--- config.mk ---
export PLATFORM = sky130hd
export DESIGN_NAME = square_rom_arbiter
export DESIGN_NICKNAME = d
export VERILOG_FILES = /design/src/rtl/square_rom_arbiter.sv
export SDC_FILE = /design/constraint.sdc
export NUM_CORES = 1
export LEC_CHECK = 0
export CAP_MARGIN = 20
export CORE_UTILIZATION = 49
export DETAILED_ROUTE_END_ITERATION = 10
export PLACE_DENSITY = 0.85
export SETUP_SLACK_MARGIN = 0.1
export SYNTH_ARGS = -nofsm -noshare
export SYNTH_HDL_FRONTEND = slang
export SYNTH_SLANG_ARGS = --single-unit
--- constraint.sdc ---
create_clock -name clk -period 5.14 [get_ports clk]
set_input_delay 0.771 -clock clk [delete_from_list [all_inputs] [get_ports clk]]
set_output_delay 0.771 -clock clk [all_outputs]
set_load 0.1 [all_outputs]
--- src/rtl/square_rom_arbiter.sv ---
// Round-robin arbiter sharing one square ROM lookup among NREQ requesters.
// Each grant latches the winner's operand, looks it up for one cycle and
// returns the tagged square over a valid/ready response channel.
module square_rom_arbiter #(
  parameter int unsigned NREQ = 4,
  parameter int unsigned ID_W = 2
) (
  input  logic                clk,
  input  logic                rst_n,
  input  logic [NREQ-1:0]     req_valid,
  input  logic [4*NREQ-1:0]   req_n,
  input  logic [NREQ-1:0]     req_sign,
  output logic [NREQ-1:0]     req_ready,
  output logic                rsp_valid,
  input  logic                rsp_ready,
  output logic [ID_W-1:0]     rsp_id,
  output logic [3:0]          rsp_n,
  output logic                rsp_sign,
  output logic [7:0]          rsp_square,
  output logic                busy
);

  localparam int unsigned IDX_W = $clog2(NREQ);

  localparam logic [1:0] IDLE   = 2'd0;
  localparam logic [1:0] LOOKUP = 2'd1;
  localparam logic [1:0] RESP   = 2'd2;

  logic [1:0]      state;
  logic [1:0]      state_nxt;
  logic [ID_W-1:0] ptr;
  logic [ID_W-1:0] winner;
  logic            grant_found;
  logic [ID_W-1:0] win_id;
  logic [3:0]      win_n;
  logic            win_sign;
  logic [7:0]      rom_data;
  logic [3:0]      req_mag [NREQ];
  int unsigned     cand;

  // Unpack the magnitude bus into one nibble per requester.
  for (genvar g = 0; g < NREQ; g++) begin : g_unpack
    assign req_mag[g] = req_n[4*g+3:4*g];
  end

  // Square lookup table driven by the latched operand.
  function automatic logic [7:0] square_rom(input logic [3:0] n);
    return 8'(n) * 8'(n);
  endfunction

  assign rom_data = square_rom(win_n);

  // First valid requester at or above the pointer, wrapping at NREQ-1.
  always_comb begin
    grant_found = 1'b0;
    winner      = '0;
    cand        = 0;
    for (int unsigned k = 0; k < NREQ; k++) begin
      cand = (32'(ptr) + k) % NREQ;
      if (!grant_found && req_valid[IDX_W'(cand)]) begin
        grant_found = 1'b1;
        winner      = ID_W'(cand);
      end
    end
  end

  // Accept strobe is combinational and suppressed while reset is held.
  assign req_ready = (rst_n && (state == IDLE) && grant_found)
                     ? (NREQ'(1) << winner) : '0;

  assign busy = (state != IDLE);

  // State register.
  always_ff @(posedge clk or negedge rst_n) begin
    if (!rst_n) state <= IDLE;
    else        state <= state_nxt;
  end

  // Next-state logic.
  always_comb begin
    state_nxt = state;
    case (state)
      IDLE:    if (grant_found) state_nxt = LOOKUP;
      LOOKUP:  state_nxt = RESP;
      RESP:    if (rsp_valid && rsp_ready) state_nxt = IDLE;
      default: state_nxt = IDLE;
    endcase
  end

  // Operand latch, response registers and round-robin pointer.
  always_ff @(posedge clk or negedge rst_n) begin
    if (!rst_n) begin
      win_id     <= '0;
      win_n      <= '0;
      win_sign   <= 1'b0;
      rsp_valid  <= 1'b0;
      rsp_id     <= '0;
      rsp_n      <= '0;
      rsp_sign   <= 1'b0;
      rsp_square <= '0;
      ptr        <= '0;
    end else begin
      if (state == IDLE && grant_found) begin
        win_id   <= winner;
        win_n    <= req_mag[IDX_W'(winner)];
        win_sign <= req_sign[IDX_W'(winner)];
      end
      if (state == LOOKUP) begin
        rsp_square <= rom_data;
        rsp_id     <= win_id;
        rsp_n      <= win_n;
        rsp_sign   <= win_sign;
        rsp_valid  <= 1'b1;
      end
      if (state == RESP && rsp_valid && rsp_ready) begin
        rsp_valid <= 1'b0;
        ptr       <= (win_id == ID_W'(NREQ - 1)) ? '0 : win_id + ID_W'(1);
      end
    end
  end

endmodule

==> reports/qor.yml, run 1 <==
viasPerCell: 5.49
path_buf_inv: 3
worstSetupPathType: "in -> out"
final.setup.tns_ns: 0
hold_buffers: 0
final_nets: 229
grt_pass1_wl_um: 5190
routed_wl_um: 2980
dp_hpwl_um: 2400
cts_inserted_buffers: 3
core_um2: 2760
cts_root_buf: "clkbuf_4"
gp_congestion: 0.811
finalInstanceArea_um2: 1880
drive_gt1_share_pct: 8.67
fp.dieW_um: 56.0
port_buffers: 46
cts_max_level: 1
vias: 1247
ios: 48
cp_cell_sequence: "clkdlybuf4s50_1 > nor4_1 > or2_1 > clkinv_2 > nand3_1 > nor2_1 > buf_4"
critPathTopFamily: "buffers and inverters"
dr.first_iter.drc_count: 34
crit_path_top_delay_cell: "clkdlybuf4s50_1"
setup_violations: 0
cp_data_arrival_time_ns: 2.52
relSlewSlack_pct: 33.8
synth_seq_cells: 25
startpoint_type: "primary input"
grt_use_total_pct: 20.9
nFillCells: 229
clk_pin_slew_ns: 0.12
drv_cap: 0
cts_resized: 0
maxSlewViolCount: 0
fmax_mhz: 304
drc: 0
cts_tree: "built"
finalCritPeriodShare_pct: 64.0
synth-edff-count: 0
critPathMaxStageDelay_ns: 0.49
min_period_ns: 3.29
grt_pass1_vias: 1204
cts_sinks: 25
worst-path-max-fanout: 9
seq_area_frac_synth_pct: 43.9
postRouteAntennaNets: 0
placed_area_um2: 1860
synth_flop_cell: "dfrtp_1"
clockBufferDepth: 2
synthCells: 154
synthesis.nets: 186
antenna_found_initial: 0
async_reset_ff_share_pct: 100
run_status: "finished, final reports clean"
syn_to_final_growth_pct: 32.0
fin_ws_ns: 1.85
syn_area_um2: 1430
avgRoutedWirePerCell_um: 13.1
worst_pin_slew_ns: 0.991
dp_slack_ns: 1.90
grt_overflow_total: 0
core.rowCount: 19
grt_max_degree: 28
post_cts_buffers: 0
dr.pass1.iters: 4
diodes: 0
hp-class: "reg -> reg"
clk_latency_ns: 0.31
die_h_um: 56.0
rsz0062_at_grt: "false"
clock_skew_ns: 0.00711
yosysWarnings: 0
worstPathRequired_ns: 4.37
hold_viol: 0
syn_area_per_cell_um2: 9.26
start_util_pct: 51.7
fp.dieArea_um2: 3130
setup.worst_path.end_class: "output pin"
synth.distinct_cells: 39
-- worst paths after layout --
check,cells after the start,startpoint,end,slack [ns]
setup / recovery,7,req_valid[0],req_ready[3],1.85
hold / removal,2,rsp_id[0],rsp_id[0],0.49
setup reg to reg,9,win_n[1],rsp_square[7],3.07
hold reg to reg,2,rsp_id[0],rsp_id[0],0.49
max in group asynchronous,2,rst_n,win_sign,4.09
min in group asynchronous,2,rst_n,rsp_square[2],0.81
-- through the flow --
| step | std cells | utilization [%] | hold WS, ns |
|---|---|---|---|
| 5_1_grt | 227 | 68.3 | 0.518 |
| 3_3_place_gp | 223 | 67.3 | 0.459 |
| 6_report | 227 | 68.3 | 0.493 |
| 3_5_place_dp | 223 | 67.3 | 0.469 |
| 4_1_cts | 227 | 68.3 | 0.499 |
| 2_1_floorplan | 154 | - | 0.439 |
-- placed cells by master (no fill, tap or decap), types with 2 or more instances in the layout --
cell type / n
nand3_1: 3
inv_1: 6
nor2_1: 5
nor2b_1: 3
dfrtp_1: 25
o221ai_1: 5
nor3_1: 2
nand2_1: 40
xor2_1: 2
o21ai_0: 7
ha_1: 4
clkbuf_4: 3
nand2_2: 2
nand2b_1: 4
mux2i_1: 11
a21oi_1: 4
buf_4: 5
clkdlybuf4s50_1: 42
and2_1: 3
or2_1: 2
-- cell usage after synthesis, drive strengths merged, types with 4 or more instances --
cell    number  area [um^2]
a21oi        5         28.8
buf          5         51.3
clkbuf       4         15.0
dfrtp       25          626
ha           4         50.1
inv          6         22.5
mux2i       11          110
nand2       42          163
nand2b       4         25.0
nor2         5         18.8
o21ai        8         43.8
o221ai       5         43.8
-- per-layer routing --
metal / GRT usage (%) / vias up / share of wire, %
li1: - / 597 / -
met1: 25.0 / 589 / 43
met2: 38.2 / 59 / 51
met3: 3.49 / 2 / 5.9
met4: 6.97 / 0 / 0.57
met5: 0 / - / 0
-- cell type report --
class	count	area (um^2)	area share, %
multi-input cells	113	707	37.5
flip-flops and latches	25	626	33.2
repair buffers	47	458	24.3
well taps	31	38.8	2.06
inverters	7	27.5	1.46
clock buffers	4	26.3	1.40
-- cell families after synthesis --
kind of cell             share of synthesized area (%)
flip-flops                                        43.9
multiplexers                                      8.51
AO/OA/AOI/OAI                                     11.8
buffers and inverters                             6.58
XOR/XNOR                                          1.84
AND/OR/NAND/NOR                                   22.3
other                                            0.263
adder cells (fa/ha/maj)                           4.91
-- tightest hold or removal path, cell delays in order (launching register included) --
cell,delay (ns)
dfrtp_1,0.37
nand2_1,0.05
nand2_1,0.05
-- state kept, by name, indices dropped and copies added (netlist names) --
name / flops
rsp_id: 2
win_id: 2
rsp_square: 6
ptr: 2
win_n: 4
state: 2
rsp_valid: 1
win_sign: 1
rsp_sign: 1
rsp_n: 4
Power of run 1 is left out: the tool's default activity adds up to more than one toggle a clock period on the data nets, which glitch-free logic cannot reach.
==> inputs of run 2 (changes only) <==
CORE_UTILIZATION = 45   (was 49)
PLACE_DENSITY = 0.79   (was 0.85)
clock period = 3.05 ns   (was 5.14 ns; I/O delays follow)
==> run 2 against run 1 <==
Effect of this change: register-to-register slack worse by 2.1 ns; non-clock buffer count stayed put; cell area is 1.4% higher; critical endpoint is now req_ready[1]; flip-flop and latch count stayed put; count of clock-buffer cells in the layout stayed put.
==> reports/qor.yml, run 2 (synthesized netlist as in run 1, its figures left out) <==
grt_pass1_vias: 1210  # +0.50%
post_cts_buffers: 0  # unchanged
postRouteAntennaNets: 0  # unchanged
regMostFlops: "rsp_square"
routed_wl_um: 2990  # +0.20%
drv_cap: 0  # unchanged
fmax_mhz: 379
whs_path_depth: 2  # unchanged
syn_to_final_growth_pct: 33.9
rr_worst_depth: 9  # unchanged
diodes: 0  # unchanged
layout_commonest_cell: "nand2_1"
grt_max_degree: 26  # -7.1%
crit_cells: 7  # unchanged
cts_max_level: 1  # unchanged
viasPerCell: 5.11  # -6.9%
dr.pass1.iters: 4  # unchanged
grt_pass1_wl_um: 5130  # -1.2%
cts_tree: "built"
clk_latency_ns: 0.31  # about the same
grt_use_total_pct: 19.4  # -1.6 points
cp_cell_sequence: "clkdlybuf4s50_1 > nor4_1 > or2_1 > clkinv_2 > nand3_1 > nor2_1 > buf_12"
cts_sinks: 25  # unchanged
core.rowCount: 20  # +1
critPathTopFamily: "simple AND/OR/NAND/NOR gates"
cts_resized: 0  # unchanged
largest_reg_flops: 6  # unchanged
relSlewSlack_pct: 60.8  # +27 points
path_buf_inv: 3  # unchanged
rsz0062_at_grt: "false"
startpoint_type: "primary input"
cts_inserted_buffers: 3  # unchanged
top_regs: "rsp_square x6, rsp_n x4, win_n x4"
hold_end: "rsp_id[1]"
dp_hpwl_um: 2430  # +1.2%
reg2reg_to: "rsp_square[7]"
ff2ff_setup_slack_ns: 1.02  # -2.05 ns
die_h_um: 58.3  # +4.2%
worst-path-max-fanout: 9  # unchanged
drive_gt1_share_pct: 16.8  # +8.2 points
finalCritPeriodShare_pct: 86.4
maxSlewViolCount: 0  # unchanged
mostFrequentLayoutCells: "nand2_1 (40), clkdlybuf4s50_1 (26), dfrtp_1 (25)"
clock_skew_ns: 0.00372  # -0.00339 ns
setup_violations: 0  # unchanged
avgRoutedWirePerCell_um: 12.4  # -5.2%
cts_root_buf: "clkbuf_4"
core_um2: 3030  # +9.8%
r2r-start: "win_n[1]"
run_status: "finished, final reports clean"
crit_path_top_delay_cell: "clkdlybuf4s50_1"
cp_data_arrival_time_ns: 2.18  # -0.34 ns
clockBufferDepth: 2  # unchanged
hp-class: "reg -> reg"
ios: 48  # unchanged
critPathMaxStageDelay_ns: 0.49  # about the same
start_util_pct: 47.1  # -4.6 points
vias: 1227  # -1.6%
final_cells: 240  # +5.7%
clk_pin_slew_ns: 0.13  # about the same
dr.first_iter.drc_count: 49  # +44%
drc: 0  # unchanged
hold_viol: 0  # unchanged
min_period_ns: 2.64
port_buffers: 46  # unchanged
setup.worst_path.end_class: "output pin"
final_nets: 229  # unchanged
fp.dieW_um: 58.3  # +4.2%
worst_pin_slew_ns: 0.588  # -0.403 ns
worstSetupPathType: "in -> out"
gp_congestion: 0.798  # -1.6%
hold_buffers: 0  # unchanged
fp.dieArea_um2: 3400  # +8.6%
grt_overflow_total: 0  # unchanged
placed_cells: 236  # +5.8%
hp-start: "rsp_id[1]"
antenna_found_initial: 0  # unchanged
worstPathRequired_ns: 2.59  # -1.78 ns
==> run 2: cell count changes in the layout (fill, tap and decap cells not counted) <==
cell             before  now
buf_12                0    4
buf_4                 5   17
clkdlybuf4s50_1      42   26
==> run 2: metrics by stage <==
stage	hold slack [ns]	worst slack, ns	setup TNS, ns	instance area [um^2]	utilization, %
after floorplan	0.162	-0.333	-1.32	1430	-
after global placement	0.461	0.565	0	1880	62.2
after detailed placement	0.464	0.467	0	1880	62.2
after CTS	0.506	0.455	0	1910	63.1
after global routing	0.527	0.252	0	1910	63.1
final	0.497	0.414	0	1910	63.1
==> run 2: worst max path at each step <==
stage	start	endpoint	slack [ns]
2_1_floorplan	state[0]	req_ready[1]	-0.33
3_3_place_gp	req_valid[0]	req_ready[0]	0.56
3_5_place_dp	req_valid[0]	req_ready[1]	0.47
4_1_cts	req_valid[0]	req_ready[1]	0.46
5_1_grt	req_valid[0]	req_ready[0]	0.25
6_report	req_valid[0]	req_ready[1]	0.41
==> run 2: layout make-up <==
class	count	area, um^2
clock buffer	4	26.3
fill	275	1120
inverter	7	27.5
multi-input combinational	113	707
sequential	25	626
tap	44	55.1
timing repair buffer	47	468
==> run 2: worst register-to-register path, stage by stage, from the launching register on <==
cell     delay (ns)
dfrtp_1        0.49
nor2b_1        0.20
nand2_1        0.11
inv_1          0.07
ha_1           0.22
a31o_2         0.24
a21oi_1        0.23
nor2b_1        0.08
nor3_1         0.15
o21ai_0        0.11
==> run 2: per-layer routing <==
| metal | wire length (um) | share of wire (%) | up-vias | GRT usage [%] |
|---|---|---|---|---|
| li1 | - | - | 596 | - |
| met1 | 1280 | 43 | 572 | 23.3 |
| met2 | 1510 | 51 | 55 | 35.8 |
| met3 | 159 | 5.3 | 4 | 2.42 |
| met4 | 35 | 1.2 | 0 | 6.46 |
| met5 | 0 | 0 | - | 0 |
Power of run 2 is left out for the same reason.
